`config.mk`:
```
export PLATFORM = sky130hd
export DESIGN_NAME = pipeline_ctrl_flat
export DESIGN_NICKNAME = d
export VERILOG_FILES = /design/src/rtl/pipeline_ctrl_if.sv /design/src/rtl/pipeline_ctrl.sv /design/src/flat_wrapper.sv
export SDC_FILE = /design/constraint.sdc
export NUM_CORES = 1
export LEC_CHECK = 0
export CORE_ASPECT_RATIO = 1.1
export CORE_MARGIN = 2
export CORE_UTILIZATION = 46
export CTS_BUF_LIST = sky130_fd_sc_hd__clkbuf_8 sky130_fd_sc_hd__clkbuf_16
export DETAILED_ROUTE_END_ITERATION = 10
export PLACE_DENSITY = 0.83
export SLEW_MARGIN = 20
export SYNTH_ARGS = -nofsm -noshare
export SYNTH_HDL_FRONTEND = slang
export SYNTH_SLANG_ARGS = --single-unit
```
`constraint.sdc`:
```
create_clock -name clk_i -period 2.4 [get_ports clk_i]
set_input_delay 0.48 -clock clk_i [delete_from_list [all_inputs] [get_ports clk_i]]
set_output_delay 0.48 -clock clk_i [all_outputs]
set_load 0.03 [all_outputs]
```
`src/rtl/pipeline_ctrl_if.sv`:
```
// Hazard/stall request and stage-control bundle between the core datapath and pipeline_ctrl.
// The master side raises hazard requests; the slave side (pipeline_ctrl) drives the stage controls.
interface pipeline_ctrl_if #(
    parameter int unsigned CNT_W = 32
);
    logic             icache_stall_i;
    logic             dcache_stall_i;
    logic             load_use_i;
    logic             branch_mispred_i;
    logic             mdu_req_i;
    logic             mdu_done_i;
    logic             cnt_clr_i;
    logic             mdu_go_o;
    logic             en_f_o;
    logic             en_d_o;
    logic             en_e_o;
    logic             en_m_o;
    logic             en_w_o;
    logic             flush_d_o;
    logic             flush_e_o;
    logic             flush_m_o;
    logic             flush_w_o;
    logic [CNT_W-1:0] stall_cnt_o;

    modport master (
        output icache_stall_i, dcache_stall_i, load_use_i, branch_mispred_i,
               mdu_req_i, mdu_done_i, cnt_clr_i,
        input  mdu_go_o, en_f_o, en_d_o, en_e_o, en_m_o, en_w_o,
               flush_d_o, flush_e_o, flush_m_o, flush_w_o, stall_cnt_o
    );

    modport slave (
        input  icache_stall_i, dcache_stall_i, load_use_i, branch_mispred_i,
               mdu_req_i, mdu_done_i, cnt_clr_i,
        output mdu_go_o, en_f_o, en_d_o, en_e_o, en_m_o, en_w_o,
               flush_d_o, flush_e_o, flush_m_o, flush_w_o, stall_cnt_o
    );
endinterface

```
`src/rtl/pipeline_ctrl.sv`:
```
// Stall/flush sequencer for the F/D/E/M/W pipeline: arbitrates cache stalls, MDU waits,
// redirects and load-use bubbles, and counts front-end stall cycles.
module pipeline_ctrl #(
    parameter int unsigned INIT_CYCLES = 4,
    parameter int unsigned CNT_W       = 32
) (
    input  logic           clk_i,
    input  logic           arst_i,
    pipeline_ctrl_if.slave bus
);
    localparam int unsigned INIT_W = $clog2(INIT_CYCLES + 1);
    localparam logic [INIT_W-1:0] INIT_LAST = INIT_W'(INIT_CYCLES - 1);

    typedef enum logic [1:0] {
        ST_INIT  = 2'd0,
        ST_RUN   = 2'd1,
        ST_MWAIT = 2'd2
    } state_t;

    state_t             state_q, state_d;
    logic [INIT_W-1:0]  init_cnt_q, init_cnt_d;
    logic               done_seen_q, done_seen_d;
    logic [CNT_W-1:0]   stall_cnt_q;

    logic       mdu_go;
    logic [4:0] en;     // {f, d, e, m, w}
    logic [3:0] flush;  // {d, e, m, w}

    // Next state and stage controls; outputs depend on the current state and inputs only.
    always_comb begin
        state_d     = state_q;
        init_cnt_d  = init_cnt_q;
        done_seen_d = done_seen_q;
        mdu_go      = 1'b0;
        en          = 5'b11111;
        flush       = 4'b0000;

        case (state_q)
            ST_INIT: begin
                en         = 5'b01111;
                flush      = 4'b1111;
                init_cnt_d = init_cnt_q + INIT_W'(1);
                if (init_cnt_q == INIT_LAST) begin
                    state_d = ST_RUN;
                end
            end

            ST_RUN: begin
                if (bus.dcache_stall_i) begin
                    en    = 5'b00001;
                    flush = 4'b0001;
                end else if (bus.mdu_req_i) begin
                    mdu_go      = 1'b1;
                    en          = 5'b00011;
                    flush       = 4'b0010;
                    done_seen_d = 1'b0;
                    state_d     = ST_MWAIT;
                end else if (bus.branch_mispred_i) begin
                    flush = 4'b1100;
                end else if (bus.load_use_i) begin
                    en    = 5'b00111;
                    flush = 4'b0100;
                end else if (bus.icache_stall_i) begin
                    en    = 5'b01111;
                    flush = 4'b1000;
                end
            end

            ST_MWAIT: begin
                if (bus.dcache_stall_i) begin
                    // A completion arriving under a D-cache stall is remembered until the stall clears.
                    en    = 5'b00001;
                    flush = 4'b0001;
                    if (bus.mdu_done_i) begin
                        done_seen_d = 1'b1;
                    end
                end else if (bus.mdu_done_i || done_seen_q) begin
                    done_seen_d = 1'b0;
                    state_d     = ST_RUN;
                end else begin
                    en    = 5'b00011;
                    flush = 4'b0010;
                end
            end

            default: begin
                en      = 5'b01111;
                flush   = 4'b1111;
                state_d = ST_INIT;
            end
        endcase
    end

    // State, init counter, pending-done flag and saturating stall counter.
    always_ff @(posedge clk_i or posedge arst_i) begin
        if (arst_i) begin
            state_q     <= ST_INIT;
            init_cnt_q  <= '0;
            done_seen_q <= 1'b0;
            stall_cnt_q <= '0;
        end else begin
            state_q     <= state_d;
            init_cnt_q  <= init_cnt_d;
            done_seen_q <= done_seen_d;
            if (bus.cnt_clr_i) begin
                stall_cnt_q <= '0;
            end else if ((state_q != ST_INIT) && !en[4] && (stall_cnt_q != '1)) begin
                stall_cnt_q <= stall_cnt_q + CNT_W'(1);
            end
        end
    end

    assign bus.mdu_go_o    = mdu_go;
    assign bus.en_f_o      = en[4];
    assign bus.en_d_o      = en[3];
    assign bus.en_e_o      = en[2];
    assign bus.en_m_o      = en[1];
    assign bus.en_w_o      = en[0];
    assign bus.flush_d_o   = flush[3];
    assign bus.flush_e_o   = flush[2];
    assign bus.flush_m_o   = flush[1];
    assign bus.flush_w_o   = flush[0];
    assign bus.stall_cnt_o = stall_cnt_q;
endmodule
```
`src/flat_wrapper.sv`:
```
// flat-port wrapper written by rule: the top's interface ports become plain ports
module pipeline_ctrl_flat 
#(
    parameter int unsigned INIT_CYCLES = 4,
    parameter int unsigned CNT_W       = 32
)
  (clk_i, arst_i, bus_icache_stall_i, bus_dcache_stall_i, bus_load_use_i, bus_branch_mispred_i, bus_mdu_req_i, bus_mdu_done_i, bus_cnt_clr_i, bus_mdu_go_o, bus_en_f_o, bus_en_d_o, bus_en_e_o, bus_en_m_o, bus_en_w_o, bus_flush_d_o, bus_flush_e_o, bus_flush_m_o, bus_flush_w_o, bus_stall_cnt_o);
  pipeline_ctrl_if #(.CNT_W(CNT_W)) bus_i ();
  input  logic clk_i;
  input  logic arst_i;
  input wire logic [$bits(bus_i.icache_stall_i)-1:0] bus_icache_stall_i;
  input wire logic [$bits(bus_i.dcache_stall_i)-1:0] bus_dcache_stall_i;
  input wire logic [$bits(bus_i.load_use_i)-1:0] bus_load_use_i;
  input wire logic [$bits(bus_i.branch_mispred_i)-1:0] bus_branch_mispred_i;
  input wire logic [$bits(bus_i.mdu_req_i)-1:0] bus_mdu_req_i;
  input wire logic [$bits(bus_i.mdu_done_i)-1:0] bus_mdu_done_i;
  input wire logic [$bits(bus_i.cnt_clr_i)-1:0] bus_cnt_clr_i;
  output wire logic [$bits(bus_i.mdu_go_o)-1:0] bus_mdu_go_o;
  output wire logic [$bits(bus_i.en_f_o)-1:0] bus_en_f_o;
  output wire logic [$bits(bus_i.en_d_o)-1:0] bus_en_d_o;
  output wire logic [$bits(bus_i.en_e_o)-1:0] bus_en_e_o;
  output wire logic [$bits(bus_i.en_m_o)-1:0] bus_en_m_o;
  output wire logic [$bits(bus_i.en_w_o)-1:0] bus_en_w_o;
  output wire logic [$bits(bus_i.flush_d_o)-1:0] bus_flush_d_o;
  output wire logic [$bits(bus_i.flush_e_o)-1:0] bus_flush_e_o;
  output wire logic [$bits(bus_i.flush_m_o)-1:0] bus_flush_m_o;
  output wire logic [$bits(bus_i.flush_w_o)-1:0] bus_flush_w_o;
  output wire logic [$bits(bus_i.stall_cnt_o)-1:0] bus_stall_cnt_o;
  assign bus_i.icache_stall_i = bus_icache_stall_i;
  assign bus_i.dcache_stall_i = bus_dcache_stall_i;
  assign bus_i.load_use_i = bus_load_use_i;
  assign bus_i.branch_mispred_i = bus_branch_mispred_i;
  assign bus_i.mdu_req_i = bus_mdu_req_i;
  assign bus_i.mdu_done_i = bus_mdu_done_i;
  assign bus_i.cnt_clr_i = bus_cnt_clr_i;
  assign bus_mdu_go_o = bus_i.mdu_go_o;
  assign bus_en_f_o = bus_i.en_f_o;
  assign bus_en_d_o = bus_i.en_d_o;
  assign bus_en_e_o = bus_i.en_e_o;
  assign bus_en_m_o = bus_i.en_m_o;
  assign bus_en_w_o = bus_i.en_w_o;
  assign bus_flush_d_o = bus_i.flush_d_o;
  assign bus_flush_e_o = bus_i.flush_e_o;
  assign bus_flush_m_o = bus_i.flush_m_o;
  assign bus_flush_w_o = bus_i.flush_w_o;
  assign bus_stall_cnt_o = bus_i.stall_cnt_o;
  pipeline_ctrl #(.INIT_CYCLES(INIT_CYCLES), .CNT_W(CNT_W)) u_core (.clk_i(clk_i), .arst_i(arst_i), .bus(bus_i));
endmodule
```
== Yosys cells after proc, flatten, opt, wreduce, memory -nomap -nowiden ==
Cells that the tools add are included.

* Bits in registers: 38
* Input bits: 9
* Output and inout port bits: 42
* Logic and storage cells: 60

* Add/subtract/negate cells: 2
* Equality and inequality tests: 11
* Mux-type cells: 33
* Reductions and logical operators: 10

{| class="wikitable"
|+ Operators with widths
! cell !! number
|-
| $mux 32 || 2
|-
| $mux 5 || 7
|-
| $add 32x1->32 const B || 1
|-
| $ne 32x32->1 const B || 1
|-
| $mux 4 || 6
|-
| $mux 2 || 6
|-
| $pmux 5 s2 || 1
|-
| $reduce_and 5->1 || 2
|-
| $mux 1 || 8
|-
| $pmux 4 s2 || 1
|-
| $ne 2x2->1 const B || 3
|-
| $pmux 2 s3 || 1
|-
| $reduce_bool 2->1 || 3
|-
| $ne 2x1->1 const B || 2
|-
| $add 3x1->3 const B || 1
|-
| $eq 3x2->1 const B || 1
|-
| $ne 3x2->1 const B || 1
|-
| $ne 3x3->1 const B || 1
|-
| $eq 2x1->1 const B || 1
|-
| $eq 2x2->1 const B || 1
|-
| $logic_and 1x1->1 || 2
|-
| $logic_not 2->1 || 1
|-
| $pmux 1 s2 || 1
|-
| $logic_not 1->1 || 1
|-
| $logic_or 1x1->1 || 1
|}

== Logic depth before layout (Yosys ltp) ==
Gate-level depths: netlist of run 1.

* Depth in word-level cells: 11
* Depth in mapped cells: 10
* Gate-level depth less buffers: 7

== Worst setup path after synthesis of run 1 ==
Ideal clock, no wire load.

* Path type: register to register
* Start point: register u_core.state_q[0]
* End point: register u_core.stall_cnt_q[15] (netlist: u_core.bus.stall_cnt_o[15])
* Setup time: 125 ps
* Data arrival time: 2,104 ps
* Data required time: 2,275 ps
* Slack: 172 ps
* Cell stages (with the launch flop): 9
* Buffers on the path: 1
* Clock period less this slack: 2,228 ps
* Cell sequence: dfrtp_1 inv_1 ha_1 nor4bb_1 a32oi_4 o211ai_4 buf_6 nor4_1 mux2_2

* Word-level cells in the longest chain between the ends: 6
* Elaborated cells on any way between the ends: 8
* Those cells by class: 2 x eq/ne; 1 x mux; 5 x reduce/logical

{| class="wikitable"
|+ RTL lines
! what !! RTL line !! source
|-
| start, declared || pipeline_ctrl.sv:20 || <nowiki>state_t state_q, state_d;</nowiki>
|-
| start signal, assigned || pipeline_ctrl.sv:102 || <nowiki>state_q <= state_d;</nowiki>
|-
| $eq 2x2->1 / $eq 2x1->1 (equally long branches) || pipeline_ctrl.sv:38 || <nowiki>case (state_q)</nowiki>
|-
| $pmux 5 s2 || pipeline_ctrl.sv:38 ||
|-
| $logic_not 1->1 || pipeline_ctrl.sv:107 || <nowiki>end else if ((state_q != ST_INIT) && !en[4] && (stall_cnt_q != '1)) begin</nowiki>
|-
| $logic_and 1x1->1 * (2 in a row) || pipeline_ctrl.sv:107 ||
|-
| $reduce_bool 2->1 (no line) * || - ||
|-
| end signal, assigned || pipeline_ctrl.sv:108 || <nowiki>stall_cnt_q <= stall_cnt_q + CNT_W'(1);</nowiki>
|-
| end, declared || pipeline_ctrl.sv:23 || <nowiki>logic [CNT_W-1:0] stall_cnt_q;</nowiki>
|}

Every way passes the cells marked *; elsewhere a longest branch is shown, timed or not.
A chain may end at the register's enable or synchronous reset.

== Worst setup path in the final report of run 1 ==
* Start point: register u_core.state_q[0]
* End point: register u_core.stall_cnt_q[27] (netlist: u_core.bus.stall_cnt_o[27])

The elaborated chain is that of the path after synthesis.

==> results of run 1 <==
registers in the layout, indices dropped and copies added, names as in the netlist:
name	count
u_core.state_q	2
u_core.done_seen_q	1
u_core.bus.stall_cnt_o	32
u_core.init_cnt_q	3
power by group through the flow:
stage	sequential [mW]	combinational, mW	clock, mW
floorplan	0.803	0.883	0
global placement	0.764	1.27	0
detailed placement	0.771	1.31	0
CTS	0.758	1.34	0.450
global route	0.769	1.60	0.473
finish	0.761	1.51	0.440
layout make-up:
type | count | share of cell area (%)
clock buffer | 6 | 2.411
inverter | 13 | 1.425
multi-input combinational | 204 | 40.63
sequential | 38 | 27.77
tap | 58 | 2.119
timing repair buffer | 101 | 25.65
routing by layer:
metal | track usage [%] | routed length [um]
met1 | 25.88 | 2711
met2 | 39.82 | 3472
met3 | 4.167 | 394
met4 | 7.222 | 163
met5 | 0 | 0
cells by family (layout without fill, tap and decap cells):
logic type	Yosys count	count (layout)	share of synthesized area, %
AOI/OAI and AO/OA	68	70	18.22
xor gates and xnor gates	3	3	1.096
adders and majority gates	6	6	3.131
buffers and inverters	29	120	6.628
DFF	38	38	39.67
muxes	6	6	2.766
other	1	1	0.1564
and+or+nand+nor	118	118	28.34
stage by stage:
step	total power [mW]	setup WS [ns]	area, um2	util [%]
3_3_place_gp	2.037	-0.2219	3188	63.76
4_1_cts	2.546	0.006577	3278	65.57
2_1_floorplan	1.687	0.1715	2397	-
5_1_grt	2.846	-0.01795	3425	68.49
6_report	2.708	0.06196	3425	68.49
3_5_place_dp	2.086	-0.2715	3188	63.76
synth_stat cells (all sizes together) (2+ instances only):
cell type	n
dfrtp	38
a21oi	29
nand2	22
nor2	19
or4	16
nand3	15
o21ai	15
inv	13
nand4	12
o31ai	12
buf	10
or3	10
nor4	7
ha	6
nor2b	6
clkbuf	5
mux2	5
o211ai	3
o22ai	3
o41ai	3
xor2	3
and3	2
or2	2
or4b	2
timing repair:
action                                 4_1_cts  5_1_grt
gates cloned                                 0        2
pin swaps                                    1        4
endpoints found under the hold margin        0        0
setup endpoints to repair                    4       25
setup buffers                                0        4
gates resized for setup                      2       14
critical path, delay by kind of cell (launching register included):
family / cells / cell delay, ns
simple gates: 2 / 0.68
compound gates: 3 / 0.55
flops: 1 / 0.40
buf+inv: 3 / 0.42
fa+ha+maj: 1 / 0.21
final timing paths:
| kind | from | end | slack, ns |
|---|---|---|---|
| worst max register to register | u_core.state_q[0]$_DFFE_PP0P_ | u_core.bus.stall_cnt_o[27]$_DFFE_PP0P_ | 0.06 |
| worst min register to register | u_core.init_cnt_q[0]$_DFFE_PP0P_ | u_core.init_cnt_q[0]$_DFFE_PP0P_ | 0.51 |
| worst max-delay path | u_core.state_q[0]$_DFFE_PP0P_ | u_core.bus.stall_cnt_o[27]$_DFFE_PP0P_ | 0.06 |
| min in group asynchronous | arst_i | u_core.bus.stall_cnt_o[2]$_DFFE_PP0P_ | 0.60 |
| worst min-delay path | u_core.init_cnt_q[0]$_DFFE_PP0P_ | u_core.init_cnt_q[0]$_DFFE_PP0P_ | 0.51 |
| max in group asynchronous | arst_i | u_core.bus.stall_cnt_o[8]$_DFFE_PP0P_ | 1.45 |
==> flow_metrics.tcl, run 1 <==
set metrics [dict create \
    status "complete, no violations" \
    netlist-cell-type-count 42 \
    first_pass_iters 4 \
    grt_pass1_vias 2376 \
    syn_to_final_growth_pct 42.85 \
    drt_iter0_markers 159 \
    die_h_um 79.72 \
    power_switching_mw 1.149 \
    p_leak_nw 1.385 \
    final-setup-viol-count 0 \
    final_common_cell "buf_4" \
    timing.final.crit_share_pct 97.42 \
    crit_chain "inv_1 -> ha_4 -> nor4bb_1 -> buf_4 -> a32oi_4 -> buf_12 -> o211ai_2 -> or4_1 -> a21oi_1" \
    synth_top_area_share_pct 39.67 \
    netlist_area_um2 2397 \
    hold-path-cell-count 1 \
    fillers 387 \
    drc 0 \
    yosysWarnings 0 \
    cts_tree "yes" \
    syn_inst 269 \
    initial_core_util_pct 47.95 \
    tightest_slew_ns 0.6479 \
    skew_ns 0.007283 \
    timing_hold_violations_final 0 \
    cts_htree_levels 2 \
    port_buffers 49 \
    period_minus_slack_ns 2.338 \
    arrival_ns 2.56 \
    swShare_pct 42.44 \
    synth.area.top_cells "dfrtp_1 40%, a21oi_1 6.1%, or4_1 4.1%" \
    drv_slew 0 \
    antenna_found_initial 0 \
    async_reset_ff_share_pct 100.0 \
    drtAntennaViolNets 0 \
    worstHoldPathType "flop to flop" \
    globalRouteTotalUtil_pct 22.04 \
    synth_nets 284 \
    drv_cap 0 \
    max_clock_freq_mhz 427.7 \
    stdcell_count 420 \
    cts_root_buffer "clkbuf_8" \
    finalNetCount 378 \
    viasPerCell 6.005 \
    dieArea_um2 5806 \
    pin_count 51 \
    die_w_um 72.83 \
    wire_per_inst_um 16.05 \
    final_cell_mix "58 x buf_4, 40 x clkdlybuf4s50_1, 38 x dfrtp_1, 28 x a21oi_1, 22 x nand2_1" \
    syn_area_per_cell_um2 8.912 \
    worstPathMaxFanout 6 \
    ys_seq_area_share_pct 39.67 \
    synth_edf_count 0 \
    clkSlewWorstSetupHoldPaths_ns 0.07 \
    grt-ovfl-total 0 \
    regArea_um2 950.9 \
    cp.required_ns 2.62 \
    synth_top_area_cell "dfrtp_1" \
    clockBufferDepth 2 \
    pwr-share-comb_pct 55.6 \
    synth-seq-cells 38 \
    cts_made_buffers 5 \
    pwr-share-seq_pct 28.1 \
    dp_hpwl_um 4479 \
    routabilityCongestion 0.9150 \
    grt_max_degree 39 \
    ys.flop_type "dfrtp_1" \
    vias 2522 \
    clock_sinks 38 \
    cp-start-kind "flop" \
    relSlewSlack_pct 56.41 \
    fp.coreArea_um2 5000 \
    finalSetupTns_ns 0 \
    diodes 0 \
    reg2reg_depth 9 \
    rsz0062_at_grt "yes" \
    crit_type "flop to flop" \
    cpPeakStageDelay_ns 0.56 \
    grt_pass1_wl_um 10230 \
    wl_um 6741 \
    clock_power_share_pct 16.3 \
    numPlacedInstances 408 \
    end_kind "flop" \
    hold_slack_ns 0.5142 \
    power_density_nw_per_um2 790.7 \
    row_count 27 \
    intPower_mw 1.559 \
    multi_input_area_um2 1391 \
    hold_buffers 0 \
    slowest_stage "or4_1" \
    peakVddDrop_mv 0.4605 \
    clkLatencyLatePin_ns 0.30 \
    drive_gt1_share_pct 26.52 \
]
Power figures use the tool's default switching activity.
==> inputs of run 2 (changes only) <==
--- a/config.mk
+++ b/config.mk
@@ -7,10 +7,11 @@
 export LEC_CHECK = 0
 export CORE_ASPECT_RATIO = 1.1
 export CORE_MARGIN = 2
-export CORE_UTILIZATION = 46
+export CORE_UTILIZATION = 26
 export CTS_BUF_LIST = sky130_fd_sc_hd__clkbuf_8 sky130_fd_sc_hd__clkbuf_16
 export DETAILED_ROUTE_END_ITERATION = 10
-export PLACE_DENSITY = 0.83
+export PLACE_DENSITY = 0.55
+export REMOVE_ABC_BUFFERS = 1
 export SLEW_MARGIN = 20
 export SYNTH_ARGS = -nofsm -noshare
 export SYNTH_HDL_FRONTEND = slang
==> flow_metrics.tcl, run 2 (synthesized netlist as in run 1, its figures left out) <==
set metrics [dict create \
    skew_ns 0.005848 \
    final-setup-viol-count 0 \
    final_cell_mix "56 x buf_4, 40 x clkdlybuf4s50_1, 38 x dfrtp_1, 27 x a21oi_1, 22 x nand2_1" \
    clock_power_share_pct 23.3 \
    vias 2445 \
    port_buffers 49 \
    drive_gt1_share_pct 25.55 \
    crit_chain "clkdlybuf4s50_1 -> or2_2 -> a32oi_4 -> buf_12 -> o211ai_4 -> buf_4 -> or4_1 -> a21oi_1" \
    largest_register_ffs 32 \
    power_switching_mw 1.167 \
    power_density_nw_per_um2 831.8 \
    diodes 0 \
    swShare_pct 39.60 \
    drtAntennaViolNets 0 \
    postLayoutCellArea_um2 3542 \
    period_minus_slack_ns 2.335 \
    clkSlewWorstSetupHoldPaths_ns 0.08 \
    cts_tree "yes" \
    drt_iter0_markers 133 \
    die_h_um 104.7 \
    hold_buffers 0 \
    worstPathMaxFanout 6 \
    cp.required_ns 2.62 \
    hold-path-cell-count 1 \
    syn_to_final_growth_pct 47.76 \
    final_common_cell "buf_4" \
    wl_um 6776 \
    reg2reg_depth 10 \
    postLayoutCoreUtil_pct 39.72 \
    finalNetCount 378 \
    clock_sinks 38 \
    arrival_ns 2.55 \
    cts_made_buffers 5 \
    cts_root_buffer "clkbuf_8" \
    row_count 36 \
    pre_cts_ws_ns -0.2531 \
    dieArea_um2 10010 \
    pwr-share-seq_pct 25.6 \
    pin_count 51 \
    relSlewSlack_pct 56.64 \
    grt_max_degree 39 \
    p_leak_nw 1.415 \
    worstHoldPathType "flop to flop" \
    wire_per_inst_um 14.18 \
    dpl_cell_area_um2 3258 \
    drv_cap 0 \
    drc 0 \
    grt_pass1_vias 2275 \
    max_clock_freq_mhz 428.3 \
    tightest_slew_ns 0.6445 \
    timing.final.crit_share_pct 97.27 \
    initial_core_util_pct 26.88 \
    peakVddDrop_mv 0.5087 \
    cpPeakStageDelay_ns 0.46 \
    grt-ovfl-total 0 \
    fin_ws_ns 0.06542 \
    cts_htree_levels 2 \
    antenna_found_initial 0 \
    fillers 900 \
    status "complete, no violations" \
    fp.coreArea_um2 8919 \
    first_pass_iters 4 \
    drv_slew 0 \
    intPower_mw 1.780 \
    cp-start-kind "input pin" \
    pwr-share-comb_pct 51.0 \
    slowest_stage "or4_1" \
    clockBufferDepth 2 \
    crit_type "input pin to flop" \
    dp_hpwl_um 4852 \
    rsz0062_at_grt "yes" \
    grt_pass1_wl_um 10580 \
    timing_hold_violations_final 0 \
    viasPerCell 5.115 \
    routabilityCongestion 0.8134 \
    end_kind "flop" \
    die_w_um 95.56 \
    clkLatencyLatePin_ns 0.29 \
    globalRouteTotalUtil_pct 13.00 \
]
==> run 2: final timing paths <==
kind | start | slack (ns) | end
max in group asynchronous | arst_i | 1.43 | u_core.bus.stall_cnt_o[23]$_DFFE_PP0P_
min | u_core.init_cnt_q[0]$_DFFE_PP0P_ | 0.47 | u_core.init_cnt_q[0]$_DFFE_PP0P_
max reg2reg | u_core.state_q[0]$_DFFE_PP0P_ | 0.07 | u_core.bus.stall_cnt_o[5]$_DFFE_PP0P_
min reg2reg | u_core.init_cnt_q[0]$_DFFE_PP0P_ | 0.47 | u_core.init_cnt_q[0]$_DFFE_PP0P_
max | bus_mdu_done_i | 0.07 | u_core.bus.stall_cnt_o[5]$_DFFE_PP0P_
min in group asynchronous | arst_i | 0.61 | u_core.bus.stall_cnt_o[20]$_DFFE_PP0P_
==> run 2: per-stage QoR <==
step | total power [mW] | cells | hold slack (ns) | TNS [ns]
2_1_floorplan | 1.572 | 253 | 0.4448 | -0.3301
3_3_place_gp | 2.079 | 464 | 0.4575 | -3.724
3_5_place_dp | 2.108 | 464 | 0.4630 | -4.911
4_1_cts | 2.806 | 472 | 0.4761 | 0
5_1_grt | 3.121 | 478 | 0.4989 | -0.3130
6_report | 2.946 | 478 | 0.4736 | 0
==> run 2: final cells by class <==
type,instances,area (um2),area share (%)
clock buffer,6,82.58,2.331
clock inverter,2,60.06,1.696
inverter,13,48.80,1.378
multi-input combinational,204,1378,38.89
sequential,38,950.9,26.85
tap,114,142.6,4.027
timing repair buffer,101,879.6,24.83
==> run 2: worst max-delay path: cells and delay by family <==
family                 cells  cell delay, ns
AOI/OAI and AO/OA          3            0.53
buffers and inverters      3            0.77
and+or+nand+nor            2            0.78
==> run 2: what timing repair did <==
| action | in CTS | in global routing |
|---|---|---|
| setup buffers | 0 | 3 |
| setup endpoints to repair | 0 | 27 |
| resized for setup | 0 | 14 |
==> run 2: power by group through the flow <==
stage          sequential, mW  combinational (mW)  clock, mW
3_3_place_gp            0.767                1.31          0
2_1_floorplan           0.804               0.768          0
4_1_cts                 0.757                1.34      0.707
6_report                0.755                1.50      0.688
5_1_grt                 0.766                1.63      0.729
3_5_place_dp            0.770                1.34          0
==> run 2: metal layers <==
layer | global-route usage, % | part of all wire (%) | up-vias
met2 | 21.93 | 48 | 55
met1 | 16.89 | 46 | 1187
li1 | - | - | 1197
met5 | 0 | 0 | -
met4 | 3.061 | 0.90 | 0
met3 | 2.668 | 4.8 | 6
